[src/rtl/conv_sequencer.sv]
// conv_sequencer: sequences convolution outputs through LOAD, MULT, a chain of
// adder-tree levels and a back-pressured STORE, driving RAM/ROM addresses, the
// datapath stage enables and the result FIFO strobes.
module conv_sequencer #(
    parameter int unsigned ADDR_W      = 10,
    parameter int unsigned ROM_DEPTH   = 2,
    parameter int unsigned LOAD_CYCLES = 2,
    parameter int unsigned MULT_CYCLES = 16,
    parameter int unsigned ADD_LEVELS  = 4,
    parameter int unsigned ADD_CYCLES  = 8,
    parameter int unsigned NUM_OUTPUTS = 256,
    localparam int unsigned RA_W  = (ROM_DEPTH > 1) ? $clog2(ROM_DEPTH) : 1,
    localparam int unsigned CNT_W = $clog2(NUM_OUTPUTS + 1)
) (
    input  logic                  clk,
    input  logic                  reset,
    input  logic                  start,
    input  logic                  abort,
    input  logic                  fifo_full,
    output logic                  busy,
    output logic                  done,
    output logic                  ram_en,
    output logic [ADDR_W-1:0]     ram_addr,
    output logic                  rom_en,
    output logic [RA_W-1:0]       rom_addr,
    output logic                  dp_mult,
    output logic [ADD_LEVELS-1:0] dp_add,
    output logic                  fifo_wr,
    output logic                  fifo_rd,
    output logic [CNT_W-1:0]      out_count
);

    localparam int unsigned PH_LM  = (LOAD_CYCLES > MULT_CYCLES) ? LOAD_CYCLES : MULT_CYCLES;
    localparam int unsigned PH_MAX = (PH_LM > ADD_CYCLES) ? PH_LM : ADD_CYCLES;
    localparam int unsigned PH_W   = (PH_MAX > 1) ? $clog2(PH_MAX) : 1;
    localparam int unsigned LV_W   = (ADD_LEVELS > 1) ? $clog2(ADD_LEVELS) : 1;

    typedef enum logic [2:0] {
        S_IDLE, S_LOAD, S_MULT, S_ADD, S_STORE, S_FINISH
    } state_t;

    state_t                state_q, state_d;
    logic [PH_W-1:0]       phase_q, phase_d;
    logic [LV_W-1:0]       level_q, level_d;
    logic [ADDR_W-1:0]     ram_addr_q, ram_addr_d;
    logic [RA_W-1:0]       rom_addr_q, rom_addr_d;
    logic [CNT_W-1:0]      out_count_q, out_count_d;
    logic                  fifo_wr_q, fifo_wr_d;
    logic                  busy_q, busy_d;
    logic                  done_q, done_d;
    logic                  ram_en_q, ram_en_d;
    logic                  rom_en_q, rom_en_d;
    logic                  dp_mult_q, dp_mult_d;
    logic [ADD_LEVELS-1:0] dp_add_q, dp_add_d;
    logic                  fifo_rd_q, fifo_rd_d;

    // Next state, counters, and output decode of the next state (outputs stay Moore)
    always_comb begin
        state_d     = state_q;
        phase_d     = phase_q + PH_W'(1);
        level_d     = level_q;
        ram_addr_d  = ram_addr_q;
        rom_addr_d  = rom_addr_q;
        out_count_d = out_count_q;
        fifo_wr_d   = 1'b0;

        case (state_q)
            S_IDLE: begin
                phase_d = '0;
                if (start && !abort) begin
                    state_d     = S_LOAD;
                    ram_addr_d  = '0;
                    rom_addr_d  = '0;
                    out_count_d = '0;
                end
            end
            S_LOAD: begin
                ram_addr_d = ram_addr_q + ADDR_W'(1);
                if (rom_addr_q == RA_W'(ROM_DEPTH - 1)) rom_addr_d = '0;
                else                                    rom_addr_d = rom_addr_q + RA_W'(1);
                if (phase_q == PH_W'(LOAD_CYCLES - 1)) begin
                    state_d    = S_MULT;
                    phase_d    = '0;
                    rom_addr_d = '0;
                end
            end
            S_MULT: begin
                if (phase_q == PH_W'(MULT_CYCLES - 1)) begin
                    state_d = S_ADD;
                    phase_d = '0;
                    level_d = '0;
                end
            end
            S_ADD: begin
                if (phase_q == PH_W'(ADD_CYCLES - 1)) begin
                    phase_d = '0;
                    if (level_q == LV_W'(ADD_LEVELS - 1)) begin
                        state_d = S_STORE;
                        level_d = '0;
                        // the write is committed as soon as the FIFO has room
                        if (!fifo_full) begin
                            fifo_wr_d   = 1'b1;
                            out_count_d = out_count_q + CNT_W'(1);
                        end
                    end else begin
                        level_d = level_q + LV_W'(1);
                    end
                end
            end
            S_STORE: begin
                phase_d = '0;
                if (fifo_wr_q) begin
                    state_d = (out_count_q == CNT_W'(NUM_OUTPUTS)) ? S_FINISH : S_LOAD;
                end else if (!fifo_full) begin
                    fifo_wr_d   = 1'b1;
                    out_count_d = out_count_q + CNT_W'(1);
                end
            end
            S_FINISH: begin
                state_d = S_IDLE;
                phase_d = '0;
            end
            default: begin
                state_d = S_IDLE;
                phase_d = '0;
            end
        endcase

        // abort wins over sequencing but leaves the address/count registers alone
        if (abort && (state_q != S_IDLE)) begin
            state_d     = S_IDLE;
            phase_d     = '0;
            level_d     = '0;
            fifo_wr_d   = 1'b0;
            ram_addr_d  = ram_addr_q;
            rom_addr_d  = rom_addr_q;
            out_count_d = out_count_q;
        end

        busy_d    = (state_d != S_IDLE);
        done_d    = (state_d == S_FINISH);
        fifo_rd_d = (state_d == S_FINISH);
        ram_en_d  = (state_d == S_LOAD);
        rom_en_d  = (state_d == S_LOAD);
        dp_mult_d = (state_d == S_MULT);
        dp_add_d  = (state_d == S_ADD) ? (ADD_LEVELS'(1) << level_d) : '0;
    end

    // State, counter and output registers with synchronous reset
    always_ff @(posedge clk) begin
        if (reset) begin
            state_q     <= S_IDLE;
            phase_q     <= '0;
            level_q     <= '0;
            ram_addr_q  <= '0;
            rom_addr_q  <= '0;
            out_count_q <= '0;
            fifo_wr_q   <= 1'b0;
            busy_q      <= 1'b0;
            done_q      <= 1'b0;
            ram_en_q    <= 1'b0;
            rom_en_q    <= 1'b0;
            dp_mult_q   <= 1'b0;
            dp_add_q    <= '0;
            fifo_rd_q   <= 1'b0;
        end else begin
            state_q     <= state_d;
            phase_q     <= phase_d;
            level_q     <= level_d;
            ram_addr_q  <= ram_addr_d;
            rom_addr_q  <= rom_addr_d;
            out_count_q <= out_count_d;
            fifo_wr_q   <= fifo_wr_d;
            busy_q      <= busy_d;
            done_q      <= done_d;
            ram_en_q    <= ram_en_d;
            rom_en_q    <= rom_en_d;
            dp_mult_q   <= dp_mult_d;
            dp_add_q    <= dp_add_d;
            fifo_rd_q   <= fifo_rd_d;
        end
    end

    assign busy      = busy_q;
    assign done      = done_q;
    assign ram_en    = ram_en_q;
    assign ram_addr  = ram_addr_q;
    assign rom_en    = rom_en_q;
    assign rom_addr  = rom_addr_q;
    assign dp_mult   = dp_mult_q;
    assign dp_add    = dp_add_q;
    assign fifo_wr   = fifo_wr_q;
    assign fifo_rd   = fifo_rd_q;
    assign out_count = out_count_q;

endmodule

[config.mk]
export PLATFORM = sky130hd
export DESIGN_NAME = conv_sequencer
export DESIGN_NICKNAME = d
export VERILOG_FILES = /design/src/rtl/conv_sequencer.sv
export SDC_FILE = /design/constraint.sdc
export NUM_CORES = 1
export LEC_CHECK = 0
export BUFFER_PORTS_ARGS = -buffer_cell sky130_fd_sc_hd__buf_4
export CORE_ASPECT_RATIO = 1.1
export CORE_MARGIN = 2
export CORE_UTILIZATION = 57
export CTS_BUF_LIST = sky130_fd_sc_hd__clkbuf_8
export DETAILED_ROUTE_END_ITERATION = 10
export GPL_TIMING_DRIVEN = 0
export PLACE_DENSITY = 0.91
export SLEW_MARGIN = 10
export SYNTH_ARGS = -nofsm -noshare
export SYNTH_HDL_FRONTEND = slang
export SYNTH_SLANG_ARGS = --single-unit
[constraint.sdc]
create_clock -name clk -period 2.1 [get_ports clk]
set_clock_uncertainty 0.15 [all_clocks]
set_input_delay 0.42 -clock clk [delete_from_list [all_inputs] [get_ports clk]]
set_output_delay 0.42 -clock clk [all_outputs]
set_load 0.01 [all_outputs]
==> summary.txt <==
Synth
  – Synthesis Warnings: 0
  – Yosys cell types: 51
  – Share of synthesized registers carrying an async set or reset: 0
  – Yosys reg bits: 38
  – Synth Net Count: 235
  – Sequential-to-total area share from yosys stat: 0.388
  – Gate count of the mapped netlist: 224
  – Top_reg_cell synth: dfxtp_1
  – Syn avg cell area: 8.75 um2
  – Number of synthesized flops with an enable pin: 0
  – Mapped Area: 0.00196 mm2

Timing
  – Headroom to the max-slew limit: 0.603
  – Final setup fails: 0
  – Slew @ Worst Pin: 595 ps
  – Final Max Slew Viols: 0
  – Fin. Hold Viols: 0
  – RSZ-0062 raised after global routing: yes
  – Max Clock Freq: 490 MHz
  – Setup_tns: 0 ps
  – Min Tclk post-route: 2040 ps
  – Tcrit/Tclk final: 0.972

Finish
  – Layout Utilization: 0.744
  – Area occupied by registers: 761 um2
  – Final #Nets: 276
  – Area of the multi-input gates: 0.00115 mm2
  – Synth-to-layout area growth: 25.5%
  – Layout cell share with drive strength beyond 1: 0.244
  – # fillers: 227
  – Post-route cell area: 0.00246 mm2
  – Commonest non-fill, non-tap cells in the layout: dfxtp_1 (38), buf_4 (36), nand2_1 (17), nor2_1 (17)
  – Most common cell after layout, fill and taps aside: dfxtp_1
  – N_diodes: 0

Critical path
  – Critical path fanouts, max: 10
  – Worst-path cell chain: buf_2 > clkbuf_4 > nor2_1 > o32a_2 > nor4_1 > mux2i_1
  – Worst Path Arrival: 2120 ps
  – Largest stage delay, worst path: 470 ps
  – Setup CP Type: reg -> reg
  – CP required: 2170 ps
  – CP bufs+invs: 2
  – Worst Setup Start Kind: flip-flop
  – Slowest stage cell, crit path: o32a_2
  – Delay-heaviest family, CP: compound AO/OA/AOI/OAI gates
  – Worst Setup End Kind: flip-flop

Power
  – P_int: 1.29 mW
  – Sw frac: 0.216
  – Clk pwr share: 0.468
  – Sequential power share: 0.451
  – P_sw: 353 uW
  – Pleak: 0.958 nW
  – Max VDD drop: 0.366 mV
  – Comb power frac: 0.081
  – Power density over the cells: 666 mW/mm2

Global routing
  – Antenna violations before repair: 0
  – GR Overflow Total: 0
  – GRT Resource Usage Total: 0.236
  – Vias in the first global route: 1615
  – Global-route wire length before repair: 7.01 mm
  – Largest net degree at the start of global routing: 13

Die
  – Initial Util: 0.593
  – IO Count: 36
  – Die Width: 59.9 um
  – Die area: 0.00392 mm2
  – # rows: 22
  – Core area: 0.00330 mm2
  – Die Span Y: 65.5 um

Clock tree
  – Htree depth: 2
  – Root buf cell: clkbuf_8
  – Sink Count: 38
  – Setup Fix Bufs, Post-CTS: 0
  – TritonCTS clock tree: built
  – Reg clk slew, reported paths: 70 ps
  – Clock Path Buffers: 2
  – TritonCTS Buffers: 5
  – Worst-Skew Late Latency: 290 ps

Route
  – DRC errors left: 0
  – Initial DRC count: 108
  – Routed wire per std cell: 15.2 um
  – Vias: 1893
  – Routed Antenna Nets: 0
  – TritonRoute pass-1 iters: 4
  – Vias per Instance: 6.27
  – Aggregate routed wire length: 4.59 mm

Placement
  – Dpl hpwl: 3.12 mm
  – Dpl cell area: 0.00226 mm2
  – Port bufs: 34
  – RePlAce Congestion: 0.843

Flow run
  – Max_cap viols: 0

Hold path
  – Hold crit path type: in -> reg

Status
  – Status: finished, final reports clean
==> power by group through the flow <==
stage                     Sequential [mW]  Clock [mW]  Combinational (mW)
after floorplan                     0.757           0              0.0797
after global placement              0.755           0               0.121
after detailed placement            0.755           0               0.124
after CTS                           0.738       0.773               0.126
after global routing                0.740       0.814               0.146
final                               0.739       0.767               0.133
==> worst paths after layout <==
check                   from            to  slack [ps]  cells after the start
hold / removal     fifo_full       fifo_wr         180                      2
hold reg to reg   phase_q[0]    phase_q[0]         320                      1
setup reg to reg  state_q[2]  out_count[5]          60                      6
setup / recovery  state_q[2]  out_count[5]          60                      6
==> repair_timing <==
| action | 4_1_cts | 5_1_grt |
|---|---|---|
| hold buffers | 0 | 0 |
| endpoints found under the setup margin | 0 | 16 |
| resized for setup | 0 | 14 |
==> kinds of logic (layout without fill, tap and decap cells) <==
kind of cell | Yosys count | count (layout) | share of synthesized area
AO/OA/AOI/OAI | 31 | 31 | 0.105
adder cells (fa/ha/maj) | 6 | 6 | 0.0383
XOR/XNOR | 9 | 9 | 0.0402
flip-flops | 38 | 38 | 0.388
buffers and inverters | 21 | 63 | 0.0504
multiplexers | 7 | 7 | 0.0358
AND/OR/NAND/NOR | 112 | 112 | 0.342
==> synth_stat cells (2+ instances only) <==
cell      count  area, um2
ha_1          6       75.1
nand4_1       9       56.3
o31ai_1       2       15.0
and4_1        3       26.3
xor2_1        5       43.8
and2_1        4       25.0
inv_1         8       30.0
xnor2_1       4       35.0
a21o_1        2       15.0
or2_2         2       12.5
or3_1         3       18.8
nor2_1       17       63.8
nand3_1       9       45.0
buf_4         2       15.0
mux2i_1       7       70.1
o21ai_0       5       25.0
or2_1         2       12.5
clkbuf_1      5       18.8
nor4bb_1      2       20.0
nand2_1      17       63.8
nor3b_1       2       15.0
nor4b_1       6       52.6
and3_1        2       12.5
nand2b_1     10       62.6
nor4_1       12       75.1
buf_2         4       20.0
a21boi_0      2       15.0
nand3b_1      3       22.5
a21oi_1      10       50.1
dfxtp_1      38        761
==> metrics by stage <==
stage	setup WS, ps	hold slack (ps)	cells	total power, mW
floorplan	279	283	224	0.837
global placement	131	298	294	0.875
detailed placement	73.0	309	294	0.880
CTS	50.9	167	302	1.64
global route	-14.5	169	302	1.70
finish	57.9	179	302	1.64
==> per-layer routing <==
metal	vias up	routed length, um	share of wire	global-route usage
met5	-	0	0	0
met4	0	149	0.032	0.136
met3	20	255	0.056	0.0551
met2	81	2240	0.49	0.378
met1	899	1940	0.42	0.284
li1	893	-	-	-
==> state kept, by name, indices dropped and copies added (netlist names), 2 cells and up <==
name       flops
ram_addr      10
level_q        2
out_count      9
state_q        3
dp_add         4
phase_q        4
==> cell type report <==
cell class / instances / area share
repair buffers: 34 / 0.104
well taps: 36 / 0.0183
inverters: 8 / 0.0122
flip-flops and latches: 38 / 0.309
clock inverters: 2 / 0.0244
clock buffers: 6 / 0.0336
multi-input cells: 165 / 0.469
plain buffers: 13 / 0.0295
Power figures use the tool's default switching activity.
